**config.mk**
```make
export PLATFORM = sky130hd
export DESIGN_NAME = alu_div_flat
export DESIGN_NICKNAME = d
export VERILOG_FILES = /design/src/rtl/alu_div_if.sv /design/src/rtl/alu_div.sv /design/src/flat_wrapper.sv
export SDC_FILE = /design/constraint.sdc
export NUM_CORES = 1
export LEC_CHECK = 0
export CAP_MARGIN = 15
export CORE_MARGIN = 4
export CORE_UTILIZATION = 50
export CTS_CLUSTER_DIAMETER = 200
export DETAILED_ROUTE_END_ITERATION = 6
export GPL_TIMING_DRIVEN = 0
export HOLD_SLACK_MARGIN = 0.05
export PLACE_DENSITY = 0.75
export SLEW_MARGIN = 30
export SYNTH_ARGS = -nofsm -noshare
export SYNTH_HDL_FRONTEND = slang
export SYNTH_SLANG_ARGS = --single-unit
```
**constraint.sdc**
```tcl
create_clock -name clk -period 3.1 [get_ports clk]
set_clock_uncertainty 0.15 [all_clocks]
set_input_delay 0.465 -clock clk [delete_from_list [all_inputs] [get_ports clk]]
set_output_delay 0.465 -clock clk [all_outputs]
set_load 0.01 [all_outputs]
```
**src/rtl/alu_div_if.sv**
```systemverilog
// alu_div_if: operand, handshake and result bundle for the multi-cycle divider
`timescale 1ns/1ps
interface alu_div_if;
  logic start, Sign;
  logic [31:0] A, B;
  logic busy, done;
  logic [31:0] Q, R;
  logic Z, N, V, DZ;
  modport master (output start, Sign, A, B, input busy, done, Q, R, Z, N, V, DZ);
  modport slave (input start, Sign, A, B, output busy, done, Q, R, Z, N, V, DZ);
endinterface

```
**src/rtl/alu_div.sv**
```systemverilog
// alu_div: 32-bit restoring shift-and-subtract divider, signed or unsigned, 33-cycle latency
`timescale 1ns/1ps
module alu_div (
  input logic clk,
  input logic reset,
  alu_div_if.slave bus
);
  typedef enum logic [1:0] {IDLE, CALC, DONE} state_t;
  state_t state, state_nx;
  logic [5:0] cnt;
  logic [31:0] dvd, dvs, rem, q_fix, r_fix, q_out;
  logic [32:0] rem_sh, diff;
  logic sgn, neg_q, neg_r, ovf, dz, accept;
  assign accept = state == IDLE && bus.start;
  // dvd shifts out dividend bits at the top and collects quotient bits at the bottom
  assign rem_sh = {rem, dvd[31]};
  assign diff = rem_sh - {1'b0, dvs};
  assign q_fix = neg_q ? -dvd : dvd;
  assign r_fix = neg_r ? -rem : rem;
  assign q_out = dz ? '1 : q_fix;
  always_comb begin
    state_nx = state;
    if (accept) state_nx = bus.B == '0 ? DONE : CALC;
    else if (state == CALC && cnt == 6'd31) state_nx = DONE;
    else if (state == DONE) state_nx = IDLE;
  end
  always_ff @(posedge clk or negedge reset)
    if (!reset) state <= IDLE;
    else state <= state_nx;
  always_ff @(posedge clk or negedge reset) begin
    if (!reset) begin
      cnt <= '0;
      rem <= '0;
      dvd <= '0;
      dvs <= '0;
      sgn <= 1'b0;
      neg_q <= 1'b0;
      neg_r <= 1'b0;
      ovf <= 1'b0;
      dz <= 1'b0;
      bus.busy <= 1'b0;
      bus.done <= 1'b0;
      bus.Q <= '0;
      bus.R <= '0;
      bus.Z <= 1'b1;
      bus.N <= 1'b0;
      bus.V <= 1'b0;
      bus.DZ <= 1'b0;
    end else begin
      bus.done <= 1'b0;
      if (accept) begin
        sgn <= bus.Sign;
        // divide-by-zero keeps A raw so it can be returned as the remainder
        dvd <= (bus.Sign && bus.A[31] && bus.B != '0) ? -bus.A : bus.A;
        dvs <= (bus.Sign && bus.B[31]) ? -bus.B : bus.B;
        neg_q <= bus.Sign & (bus.A[31] ^ bus.B[31]);
        neg_r <= bus.Sign & bus.A[31];
        ovf <= bus.Sign && bus.A == 32'h8000_0000 && bus.B == '1;
        dz <= bus.B == '0;
        cnt <= '0;
        rem <= '0;
        bus.busy <= 1'b1;
      end else if (state == CALC) begin
        rem <= diff[32] ? rem_sh[31:0] : diff[31:0];
        dvd <= {dvd[30:0], ~diff[32]};
        cnt <= cnt + 6'd1;
      end else if (state == DONE) begin
        bus.busy <= 1'b0;
        bus.done <= 1'b1;
        bus.Q <= q_out;
        bus.R <= dz ? dvd : r_fix;
        bus.Z <= q_out == '0;
        bus.N <= sgn & q_out[31];
        bus.V <= ovf;
        bus.DZ <= dz;
      end
    end
  end
endmodule

```
**src/flat_wrapper.sv**
```systemverilog
// flat-port wrapper written by rule: the top's interface ports become plain ports
module alu_div_flat 
  (clk, reset, bus_start, bus_Sign, bus_A, bus_B, bus_busy, bus_done, bus_Q, bus_R, bus_Z, bus_N, bus_V, bus_DZ);
  alu_div_if bus_i ();
  input logic clk;
  input logic reset;
  input wire logic [$bits(bus_i.start)-1:0] bus_start;
  input wire logic [$bits(bus_i.Sign)-1:0] bus_Sign;
  input wire logic [$bits(bus_i.A)-1:0] bus_A;
  input wire logic [$bits(bus_i.B)-1:0] bus_B;
  output wire logic [$bits(bus_i.busy)-1:0] bus_busy;
  output wire logic [$bits(bus_i.done)-1:0] bus_done;
  output wire logic [$bits(bus_i.Q)-1:0] bus_Q;
  output wire logic [$bits(bus_i.R)-1:0] bus_R;
  output wire logic [$bits(bus_i.Z)-1:0] bus_Z;
  output wire logic [$bits(bus_i.N)-1:0] bus_N;
  output wire logic [$bits(bus_i.V)-1:0] bus_V;
  output wire logic [$bits(bus_i.DZ)-1:0] bus_DZ;
  assign bus_i.start = bus_start;
  assign bus_i.Sign = bus_Sign;
  assign bus_i.A = bus_A;
  assign bus_i.B = bus_B;
  assign bus_busy = bus_i.busy;
  assign bus_done = bus_i.done;
  assign bus_Q = bus_i.Q;
  assign bus_R = bus_i.R;
  assign bus_Z = bus_i.Z;
  assign bus_N = bus_i.N;
  assign bus_V = bus_i.V;
  assign bus_DZ = bus_i.DZ;
  alu_div u_core (.clk(clk), .reset(reset), .bus(bus_i));
endmodule
```
; ---- Word-level counts from Yosys, hierarchy flattened
; Index checks and enable logic that the tools add are counted.
[totals]
register_bits = 179
elab_cells = 76
[classes]
n_mux = 23
bitwise = 7
reduce_logical = 16
addsub = 6
n_eq_ne = 6
[op_table]
columns = op, n
row1 = 32-bit two-way mux, 11
row2 = 32-bit negation, 4
row3 = "32-bit == test, second input constant", 2
row4 = 32-bit logical NOT, 2
row5 = 33-bit by 32-bit subtractor with 33-bit output, 1
row6 = 32-bit nonzero test, 1
row7 = 6-bit two-way mux, 2
row8 = 2-bit two-way mux, 4
row9 = 1-bit logical AND, 7
row10 = "6-bit by 1-bit adder with 6-bit output, second input constant", 1
row11 = "6-bit by 5-bit == test with 1-bit output, second input constant", 1
row12 = 1-bit two-way mux, 6
row13 = 2-bit nonzero test, 2
row14 = 1-bit bitwise AND, 3
row15 = 1-bit NOT, 3
row16 = 3-bit AND reduction, 1
row17 = 3-bit nonzero test, 1
row18 = "2-bit by 1-bit == test with 1-bit output, second input constant", 1
row19 = "2-bit == test, second input constant", 1
row20 = 2-bit logical NOT, 1
row21 = "2-bit by 1-bit inequality test with 1-bit output, second input constant", 1
row22 = 2-bit AND reduction, 1
row23 = 1-bit XOR, 1

; ---- Logic depth before layout (Yosys ltp)
; Gate-level depths: netlist of the first run.
[depth]
word_depth = 4
depth_mapped = 13

; ---- Worst setup path after synthesis of the first run
; OpenSTA, ideal clock, no wires.
[synth_timing]
path_kind = register to register
from = register u_core.dvd[31]
to = register u_core.rem[19]
required_time_ns = 2.808
path_slack_ns = -0.160
setup_time_ns = 0.142
arrival_time_ns = 2.968
path_stages_with_launch = 14
period_less_slack_ns = 3.260
path_buffers = 2
cell_sequence = dfrtp_1 -> inv_1 -> ha_1 -> fa_1 -> nand2b_1 -> a21oi_1 -> o211ai_1 -> o311a_1 -> o21a_1 -> o22a_1 -> clkbuf_1 -> clkbuf_1 -> a41oi_1 -> o21ai_0
[synth_via]
elab_chain_len = 4
[synth_rtl]
columns = item, line
row1 = from (decl), alu_div.sv:11  ; logic [31:0] dvd, dvs, rem, q_fix, r_fix, q_out;
row2 = from (signal assigned), alu_div.sv:54  ; dvd <= (bus.Sign && bus.A[31] && bus.B != '0) ? -bus.A : bus.A;
row3 = from (signal assigned), alu_div.sv:65  ; dvd <= {dvd[30:0], ~diff[32]};
row4 = 33-bit by 32-bit subtractor with 33-bit output, alu_div.sv:17  ; assign diff = rem_sh - {1'b0, dvs};
row5 = 32-bit two-way mux, alu_div.sv:64  ; rem <= diff[32] ? rem_sh[31:0] : diff[31:0];
row6 = 32-bit two-way mux, alu_div.sv:63  ; end else if (state == CALC) begin
row7 = 32-bit two-way mux, alu_div.sv:51  ; if (accept) begin
row8 = to (signal assigned), alu_div.sv:64
row9 = to (decl), alu_div.sv:11
; No other way between the ends. The select of a mux whose other input is x is not followed.
; A chain may end at the register's enable or synchronous reset.

; ---- Worst setup path after layout of the first run
[layout_timing]
from = register u_core.rem[14]
to = register u_core.rem[10]
[layout_via]
elab_chain_len = 4
[layout_rtl]
columns = item, line
row1 = 33-bit by 32-bit subtractor with 33-bit output, alu_div.sv:17
row2 = 32-bit two-way mux, alu_div.sv:64
row3 = 32-bit two-way mux, alu_div.sv:63
row4 = 32-bit two-way mux, alu_div.sv:51
; No other way between the ends. The select of a mux whose other input is x is not followed.

==> results of run 1 <==
cells in the mapped netlist, types with 7 or more instances:
| cell | number |
|---|---|
| a21o_1 | 7 |
| a21oi_1 | 90 |
| a22oi_1 | 31 |
| a31oi_1 | 19 |
| and3_1 | 16 |
| buf_1 | 8 |
| clkbuf_1 | 85 |
| dfrtp_1 | 178 |
| ha_1 | 38 |
| inv_1 | 57 |
| nand2_1 | 204 |
| nand2b_1 | 12 |
| nand3_1 | 30 |
| nand3b_1 | 7 |
| nand4_1 | 22 |
| nor2_1 | 93 |
| nor2b_1 | 14 |
| nor3_1 | 31 |
| nor4_1 | 15 |
| o211ai_1 | 39 |
| o21ai_0 | 175 |
| o22a_1 | 9 |
| o31ai_1 | 44 |
| o41ai_1 | 9 |
| or3_1 | 20 |
| or4_1 | 13 |
| xnor2_1 | 64 |
| xor2_1 | 75 |
cell families (layout without fill, tap and decap cells):
logic type | after synthesis | in the layout | share of synthesized area [%]
multiplexers | 6 | 6 | 0.5063
AO/OA/AOI/OAI | 476 | 477 | 24.08
XOR/XNOR | 139 | 139 | 9.853
AND/OR/NAND/NOR | 509 | 509 | 20.14
buffers and inverters | 160 | 372 | 5.144
flip-flops | 179 | 179 | 36.26
adder cells (fa/ha/maj) | 39 | 39 | 4.010
registers in the layout, summed over array words and instances, names as in the netlist, 2 cells and up:
name	count
u_core.cnt	6
u_core.dvd	32
u_core.state	2
u_core.rem	32
u_core.bus.R	32
u_core.bus.Q	32
u_core.dvs	32
routing by layer:
| layer | global-route usage, % | part of all wire, % | up-vias |
|---|---|---|---|
| li1 | - | - | 5845 |
| met1 | 44.31 | 42 | 6106 |
| met2 | 46.90 | 45 | 683 |
| met3 | 5.411 | 10 | 101 |
| met4 | 8.847 | 2.5 | 0 |
| met5 | 0 | 0 | - |
timing repair:
action,CTS,global route
endpoints found under the setup margin,71,66
hold buffers,1,0
resized for setup,67,80
gates cloned,3,0
buffers inserted,23,22
endpoints found under the hold margin,92,0
pin swaps,29,33
layout make-up:
type                       count  area share (%)
clock buffer                  17           2.707
timing repair buffer         186           11.46
multi-input combinational   1170           49.08
sequential                   179           28.60
inverter                      58           1.401
tap                          324           2.579
clock inverter                15           1.194
buffer                        96           2.977
worst max path at each step:
| stage | startpoint | end | slack [ns] | depth (start not counted) |
|---|---|---|---|---|
| after global routing | u_core.rem[14] | u_core.rem[2] | -0.44 | 11 |
| final | u_core.rem[14] | u_core.rem[10] | -0.34 | 11 |
| after global placement | reset | u_core.bus.done | -5.88 | 1 |
| after floorplan | u_core.rem[16] | u_core.rem[19] | 0.003 | 11 |
| after detailed placement | bus_B[6] | u_core.dvd[24] | -1.06 | 10 |
| after CTS | u_core.dvs[0] | u_core.rem[2] | -0.23 | 13 |
worst max-delay path, delay by kind of cell, from the launching register on:
family                   cells  cell delay (ns)
flip-flops                   1             0.54
adder cells (fa/ha/maj)      1             0.36
AO/OA/AOI/OAI                5             1.12
AND/OR/NAND/NOR              2             0.53
buffers and inverters        3             0.60
power breakdown:
part	total [mW]	internal (mW)	switching, mW
Combinational	13.1	5.53	7.53
Clock	2.24	1.16	1.08
Sequential	4.91	3.53	1.38
==> impl_metrics.csv, run 1 <==
group,metric,value,unit
floorplan,fp.dieArea,0.02729,mm^2
floorplan,fp-row-count,57,
global_route,grt.overflow.total,0,
placed_design,post-place-cells,1970,
logic_synthesis,yosys-top-cells-area,"dfrtp_1 36%, o21ai_0 7.1%, nand2_1 6.2%",
logic_synthesis,synth_sequential_area_ratio,36.26,%
timing,min_period_over_period,111.0,%
timing,worst_slew_margin_rel,48.20,%
global_route,grt_max_degree,87,
critical_path,start_kind,"flop",
placed_design,dpl_worst_slack,-1.057,ns
finish,diodes,0,
timing,final-max-slew-violation-count,0,
timing,finalWorstPathRequiredPeriod,3.441,ns
finish,finished_cell_area,0.01572,mm^2
global_route,grt_util_all_layers,30.54,%
critical_path,critical-path-slowest-cell,"dfrtp_1",
finish,number_of_nets_in_the_layout,1815,
critical_path,regToRegSetupSlack,-0.34,ns
global_route,antenna_found_initial,0,
placed_design,port_buffers,136,
clocking,cts_buffer_count,17,
logic_synthesis,syn-mean-instance-area,8.193,um^2
finish,multi_input_area,0.007714,mm^2
status,outcome,"complete, but fails checks",
logic_synthesis,yosysWarnings,0,
timing,final_hold_viol_count,0,
logic_synthesis,syn_inst_count,1508,
drt,wl_per_cell,20.67,um
flow_run,drv_cap,0,
drt,drt-initial-drc-count,1376,
timing,final.setup.worst_slack,-0.3413,ns
drt,route.detailed.vias_per_inst,6.227,
finish,fillCellCount,2090,
clocking,clock_tree.buffer_depth,2,
logic_synthesis,netlist.top_cell.by_area,"dfrtp_1",
finish,commonest_non_fill_non_tap_cell_in_the_layout,"nand2_1",
placed_design,place_hpwl,31480,um
power,design_power_total,20.21,mW
floorplan,core_area,0.02432,mm^2
finish,post_layout_nonfiller_instances,2045,
timing,worst_pin_slew,0.7770,ns
global_route,grt_pass1_vias,12100,
critical_path,worst_r2r_startpoint,"u_core.rem[14]",
finish,area_growth_syn_to_layout,27.20,%
timing,final.hold.worst_slack,0.2582,ns
floorplan,die_y,165.2,um
logic_synthesis,yosysTopAreaCellShare,36.05,%
global_route,grt_pass1_wl,65720,um
logic_synthesis,synthesis.area,0.01236,mm^2
power,p_leak,6.326,nW
finish,drive_gt1_share,12.67,%
critical_path,critPathMostFrequentCell,"o211ai_1",
logic_synthesis,synth_edf_count,0,
clocking,htree_num_levels,4,
placed_design,gp_congestion,0.9682,
clocking,clk_pin_slew_worst_paths,0.07,ns
logic_synthesis,dominant_register_cell_in_the_synthesized_netlist,"dfrtp_1",
drt,routed_wl,42280,um
critical_path,critical_path.reg2reg.endpoint,"u_core.rem[10]",
clocking,clock_sinks,179,
critical_path,crit_type,"reg -> reg",
logic_synthesis,synth.distinct_cells,76,
clocking,clock_tree_from_tritoncts,"yes",
timing,rsz_0062_raised_after_global_routing,"yes",
status,violations,"setup timing",
finish,finalCoreUtilization,64.62,%
finish,final_cell_mix,"202 x nand2_1, 166 x dfrtp_1, 161 x o21ai_0",
logic_synthesis,async_flop_share,100.0,%
power,vdd_drop_max,0.5802,mV
timing,finalSetupTns,-8.870,ns
floorplan,die-width,165.2,um
logic_synthesis,number_of_synthesized_register_bits,179,
drt,antenna_violating_nets_post_route,0,
finish,register_area,0.004496,mm^2
timing,fmaxAchievable,290.6,MHz
drt,routed-via-count,12740,
critical_path,r2r_cells,11,
drt,remaining_drc_errors,0,
hold_path,worst_hold_path_type,"in -> async",
critical_path,ordered_list_of_cells_on_the_worst_path,"ha_1 -> clkbuf_2 -> nand2_1 -> or3_1 -> o311a_4 -> o211ai_1 -> buf_4 -> a31oi_4 -> clkbuf_8 -> o211ai_1 -> o211ai_1",
logic_synthesis,synth_fp_nets,1615,
critical_path,worst_ep_arrival_time,3.60,ns
critical_path,worstPathRequired,3.26,ns
floorplan,boundaryPins,138,
placed_design,placedInstanceArea,0.01421,mm^2
drt,drt-pass1-iter-count,6,
critical_path,cp-end-kind,"flop",
power,power.density_cell_area,1286,mW/mm^2
clocking,root_buffer_cell,"clkbuf_16",
floorplan,initial_utilization,50.81,%
timing,timing.final.setup_violations,38,
critical_path,slowest_delay,0.54,ns
critical_path,worst-path-max-fanout,8,
clocking,worst_skew_pair.late_latency,0.44,ns
Note: power is estimated with default switching activity, not from simulation.
==> run 2: changes to the inputs <==
Settings changed: CELL_PAD_IN_SITES_DETAIL_PLACEMENT set to 0, CELL_PAD_IN_SITES_GLOBAL_PLACEMENT set to 1, CORE_UTILIZATION 50 to 39, HOLD_SLACK_MARGIN 0.05 to 0.08, PLACE_DENSITY 0.75 to not set, PLACE_DENSITY_LB_ADDON set to 0.1.
==> run 2 against run 1 <==
The flow still finishes with violations (setup timing). Worst setup slack better by 0.15 ns. Register-to-register slack better by 0.15 ns. Global-route usage fell by 4.9 points. Hold slack improved by 0.042 ns. Total power is 6.4% higher. Maximum frequency increased by 4.5%. Die area grew 27%. Sequential power shrank 1%. Utilization decreased by 12 points. Via count is 2.5% lower.
==> impl_metrics.csv, run 2 (synthesized netlist as in run 1, its figures left out) <==
group,metric,value,unit
placed_design,post-place-cells,2042,
placed_design,gp_congestion,0.8979,
power,power.density_cell_area,1323,mW/mm^2
power,vdd_drop_max,0.6025,mV
clocking,clock_tree_from_tritoncts,"yes",
timing,worst_slew_margin_rel,47.91,%
timing,rsz_0062_raised_after_global_routing,"yes",
drt,drt-initial-drc-count,1050,
timing,final.setup.worst_slack,-0.1940,ns
placed_design,place_hpwl,34030,um
floorplan,die_y,186.0,um
floorplan,boundaryPins,138,
drt,antenna_violating_nets_post_route,0,
floorplan,fp.dieArea,0.03459,mm^2
power,design_power_total,21.51,mW
global_route,grt_pass1_vias,11920,
drt,routed-via-count,12420,
status,outcome,"complete, but fails checks",
hold_path,worst_hold_path_type,"in -> reg",
floorplan,initial_utilization,39.97,%
drt,route.detailed.vias_per_inst,5.829,
status,violations,"setup timing",
timing,worst_pin_slew,0.7785,ns
timing,final_hold_viol_count,0,
finish,final_cell_mix,"202 x nand2_1, 165 x dfrtp_1, 162 x o21ai_0",
critical_path,worst_ep_arrival_time,3.47,ns
finish,drive_gt1_share,14.36,%
drt,drt-pass1-iter-count,6,
finish,diodes,0,
floorplan,core_area,0.03091,mm^2
power,p_leak,6.518,nW
clocking,worst_skew_pair.late_latency,0.45,ns
global_route,antenna_found_initial,1,
clocking,clock_tree.buffer_depth,2,
global_route,grt_util_all_layers,25.63,%
timing,final-max-slew-violation-count,0,
timing,min_period_over_period,106.3,%
placed_design,port_buffers,136,
finish,commonest_non_fill_non_tap_cell_in_the_layout,"nand2_1",
clocking,clk_pin_slew_worst_paths,0.08,ns
global_route,grt.overflow.total,0,
drt,remaining_drc_errors,0,
clocking,htree_num_levels,4,
global_route,grt_max_degree,77,
floorplan,fp-row-count,64,
critical_path,cp-end-kind,"flop",
clocking,clock_sinks,179,
critical_path,worstPathRequired,3.28,ns
global_route,grt_pass1_wl,68740,um
timing,final.hold.worst_slack,0.3001,ns
flow_run,drv_cap,0,
clocking,cts_buffer_count,17,
finish,area_growth_syn_to_layout,31.52,%
drt,wl_per_cell,21.01,um
critical_path,worst-path-max-fanout,9,
clocking,root_buffer_cell,"clkbuf_16",
finish,post_layout_nonfiller_instances,2130,
drt,routed_wl,44750,um
critical_path,crit_type,"reg -> reg",
timing,finalWorstPathRequiredPeriod,3.294,ns
finish,number_of_nets_in_the_layout,1828,
critical_path,start_kind,"flop",
floorplan,die-width,186.0,um
placed_design,dpl_worst_slack,-1.121,ns
timing,timing.final.setup_violations,33,
timing,fmaxAchievable,303.6,MHz
==> run 2: cell types whose count changed in the layout (fill, tap and decap cells not counted), sizes merged <==
cell / previous run / this run
clkbuf: 98 / 99
inv: 62 / 63
a31oi: 20 / 19
buf: 65 / 78
clkinvlp: 1 / 2
bufinv: 1 / 6
clkinv: 9 / 2
==> run 2: routing by layer <==
| layer | global-route usage, % | vias to the layer above | share of wire (%) |
|---|---|---|---|
| li1 | - | 5875 | - |
| met1 | 38.37 | 6088 | 48 |
| met2 | 39.35 | 404 | 45 |
| met3 | 4.182 | 48 | 5.7 |
| met4 | 5.013 | 0 | 1.4 |
| met5 | 0 | - | 0 |
==> run 2: path summary, 6_finish.rpt <==
check / startpoint / to / slack [ns] / cells past startpoint
worst max-delay path: u_core.rem[20] / u_core.rem[26] / -0.19 / 12
worst min-delay path: bus_A[7] / u_core.dvd[7] / 0.30 / 3
worst min register to register: u_core.bus.Q[14] / u_core.bus.Q[14] / 0.33 / 2
max in group asynchronous: reset / u_core.bus.Q[6] / 1.65 / 3
min in group asynchronous: reset / u_core.rem[26] / 0.40 / 2
worst max register to register: u_core.rem[20] / u_core.rem[26] / -0.19 / 12
==> run 2: area by class of cell <==
class,count,area (um^2)
Fill cell,2949,14660
Multi-Input combinational cell,1169,7816
Sequential cell,179,4497
Timing Repair Buffer,200,2037
Tap cell,396,495.5
Buffer,96,493.0
Clock buffer,17,425.4
Clock inverter,15,269.0
Inverter,58,217.7
==> run 2: what timing repair did <==
action | CTS | global route
buffers inserted | 32 | 26
resized for setup | 123 | 56
pin swaps | 45 | 32
hold buffers | 1 | 0
endpoints found under the setup margin | 72 | 56
gates cloned | 3 | 1
hold endpoints to repair | 52 | 0
==> run 2: stage by stage <==
| stage | TNS [ns] | util [%] | area (um^2) |
|---|---|---|---|
| global placement | -1217.24 | 46.06 | 14240 |
| detailed placement | -58.27 | 46.27 | 14300 |
| finish | -3.885 | 52.57 | 16250 |
| global route | -6.616 | 52.57 | 16250 |
| CTS | -3.350 | 51.01 | 15770 |
| floorplan | 0 | - | 12380 |
==> run 2: critical path, stage by stage, from the launching register on <==
cell      delay [ns]
dfrtp_2         0.48
ha_1            0.30
buf_2           0.20
nand4_1         0.14
or3_1           0.35
o311a_4         0.42
o211ai_1        0.23
buf_4           0.17
a31oi_4         0.14
buf_8           0.19
buf_12          0.13
o211ai_1        0.16
o211ai_1        0.10
==> run 2: where the power goes <==
group / switching, mW / internal [mW] / total (mW)
Sequential: 1.32 / 3.53 / 4.85
Clock: 1.05 / 1.54 / 2.59
Combinational: 7.79 / 6.27 / 14.1
Total: 10.2 / 11.3 / 21.5
==> run 3: changes to the inputs <==
Settings changed: GPL_ROUTABILITY_DRIVEN set to 0, SKIP_LAST_GASP set to 1.
==> run 3 against run 2 <==
The flow still finishes with violations (setup timing). Register-to-register slack is essentially flat. Non-clock buffer count shrank 2. Sequential cell count is the same. Largest cell class unchanged. Clock power is essentially flat. Cell area shrank 0.20%. Utilization shrank 0.11 points. Clock-buffer cell count is the same. Highest routed layer unchanged. Sequential power is essentially flat. Combinational power is essentially flat. Die area is the same.
==> impl_metrics.csv, run 3 (synthesized netlist as in run 1, its figures left out) <==
group,metric,value,unit
critical_path,regToRegSetupSlack,-0.21,ns
timing,fmaxAchievable,302.5,MHz
finish,fillCellCount,2959,
drt,wl_per_cell,21.05,um
timing,worst_pin_slew,0.7800,ns
finish,final_cell_mix,"202 x nand2_1, 165 x dfrtp_1, 163 x o21ai_0",
finish,finished_cell_area,0.01622,mm^2
timing,min_period_over_period,106.6,%
finish,drive_gt1_share,14.20,%
drt,remaining_drc_errors,0,
critical_path,crit_type,"reg -> reg",
clocking,cts_buffer_count,17,
power,power.share.sequential,22.7,%
critical_path,worst_r2r_startpoint,"u_core.rem[20]",
status,outcome,"complete, but fails checks",
drt,antenna_violating_nets_post_route,0,
timing,rsz_0062_raised_after_global_routing,"yes",
global_route,grt_pass1_wl,68790,um
drt,drt-pass1-iter-count,6,
critical_path,worstPathBufferInverterCount,4,
finish,multi_input_area,0.007834,mm^2
clocking,clk_pin_slew_worst_paths,0.08,ns
critical_path,slowest_delay,0.48,ns
critical_path,critical_path.reg2reg.endpoint,"u_core.rem[26]",
power,combinationalPowerShare,65.2,%
hold_path,worst_hold_startpoint,"bus_A[7]",
floorplan,fp.dieArea,0.03459,mm^2
placed_design,port_buffers,136,
finish,number_of_nets_in_the_layout,1826,
power,power_frac_clock,12.1,%
timing,final_hold_viol_count,0,
global_route,grt_max_degree,77,
critical_path,critPathMostFrequentCell,"o211ai_1",
timing,finalWorstPathRequiredPeriod,3.306,ns
floorplan,fp-row-count,64,
global_route,grt.overflow.total,0,
clocking,clock_tree_from_tritoncts,"yes",
critical_path,worst-path-max-fanout,9,
flow_run,drv_cap,0,
timing,final-max-slew-violation-count,0,
floorplan,core_area,0.03091,mm^2
floorplan,initial_utilization,39.97,%
finish,diodes,0,
floorplan,boundaryPins,138,
global_route,grt_util_all_layers,25.64,%
hold_path,worst_hold_path_type,"in -> reg",
critical_path,ordered_list_of_cells_on_the_worst_path,"ha_1 -> buf_2 -> nand4_1 -> or3_1 -> o311a_4 -> o211ai_1 -> buf_4 -> a31oi_4 -> buf_8 -> buf_12 -> o211ai_1 -> o211ai_1",
finish,register_area,0.004497,mm^2
timing,worst_slew_margin_rel,47.81,%
power,sw_frac_of_total,47.52,%
critical_path,r2r_cells,12,
placed_design,placedInstanceArea,0.01430,mm^2
clocking,clock_tree.buffer_depth,2,
finish,commonest_non_fill_non_tap_cell_in_the_layout,"nand2_1",
timing,timing.final.setup_violations,32,
floorplan,die-width,186.0,um
power,p_leak,6.500,nW
power,power.density_cell_area,1321,mW/mm^2
critical_path,start_kind,"flop",
timing,final.hold.worst_slack,0.2973,ns
finish,area_growth_syn_to_layout,31.26,%
timing,finalSetupTns,-3.691,ns
power,power_switching,10.18,mW
critical_path,worstPathRequired,3.27,ns
power,vdd_drop_max,0.5418,mV
hold_path,hold_path_depth,3,
drt,route.detailed.vias_per_inst,5.824,
global_route,grt_pass1_vias,11870,
critical_path,cpLargestDelayFamily,"compound AO/OA/AOI/OAI gates",
drt,drt-initial-drc-count,1145,
critical_path,cp-end-kind,"flop",
status,violations,"setup timing",
drt,routed_wl,44790,um
clocking,clock_sinks,179,
timing,final.setup.worst_slack,-0.2060,ns
critical_path,worst_ep_arrival_time,3.48,ns
drt,routed-via-count,12390,
hold_path,holdPathEnd,"u_core.dvd[7]",
clocking,worst_skew_pair.late_latency,0.45,ns
clocking,htree_num_levels,4,
global_route,antenna_found_initial,1,
critical_path,critical-path-slowest-cell,"dfrtp_2",
clocking,root_buffer_cell,"clkbuf_16",
placed_design,place_hpwl,34030,um
floorplan,die_y,186.0,um
finish,finalCoreUtilization,52.47,%
power,power.internal,11.25,mW
==> run 3: changes by cell type in the layout (fill, tap and decap cells not counted), sizes merged <==
| cell | delta |
|---|---|
| clkbuf | -2 |
==> run 3: power groups by stage <==
stage / Clock (mW) / Sequential (mW) / Combinational (mW)
2_1_floorplan: 0 / 4.52 / 7.70
3_3_place_gp: 0 / 4.81 / 11.4
3_5_place_dp: 0 / 4.84 / 11.5
4_1_cts: 2.62 / 4.81 / 12.9
5_1_grt: 2.73 / 4.98 / 15.2
6_report: 2.59 / 4.86 / 14.0
==> run 3: worst max-delay path by stage <==
stage / from / endpoint / cells after the start
2_1_floorplan: u_core.rem[16] / u_core.rem[19] / 11
3_3_place_gp: reset / u_core.dvd[17] / 1
3_5_place_dp: bus_B[6] / u_core.dvd[15] / 10
4_1_cts: u_core.dvd[31] / u_core.rem[26] / 14
5_1_grt: u_core.dvd[31] / u_core.rem[25] / 15
6_report: u_core.rem[20] / u_core.rem[26] / 12
==> run 3: area by class of cell <==
| type | instances | share of cell area [%] |
|---|---|---|
| multi-input combinational | 1169 | 48.30 |
| sequential | 179 | 27.73 |
| timing repair buffer | 198 | 12.31 |
| tap | 396 | 3.055 |
| buffer | 96 | 2.978 |
| clock buffer | 17 | 2.623 |
| clock inverter | 15 | 1.659 |
| inverter | 58 | 1.342 |
==> run 3: through the flow <==
step / cells / total power [mW] / worst slack [ns]
after floorplan: 1508 / 12.23 / 0.003106
after global routing: 2128 / 22.92 / -0.2759
after detailed placement: 2042 / 16.38 / -1.121
after global placement: 2040 / 16.26 / -6.491
final: 2128 / 21.43 / -0.2060
after CTS: 2106 / 20.37 / -0.2005
==> run 3: repair_timing <==
action,4_1_cts,5_1_grt
resized for setup,117,60
gates cloned,3,0
hold endpoints to repair,52,0
hold buffers,1,0
endpoints found under the setup margin,72,56
setup buffers,32,25
pin swaps,43,36
==> run 3: worst reg2reg max path: stages (launching register included) <==
cell and delay (ns):
dfrtp_2 0.48, ha_1 0.30, buf_2 0.20, nand4_1 0.14
or3_1 0.35, o311a_4 0.42, o211ai_1 0.23, buf_4 0.17
a31oi_4 0.15, buf_8 0.19, buf_12 0.13, o211ai_1 0.17
o211ai_1 0.11
==> run 3: per-layer routing <==
layer	track usage [%]	part of all wire (%)	vias up
met5	0	0	-
met4	5.130	1.7	0
met3	3.811	6.3	52
met2	39.25	45	419
met1	38.66	47	6049
li1	-	-	5874
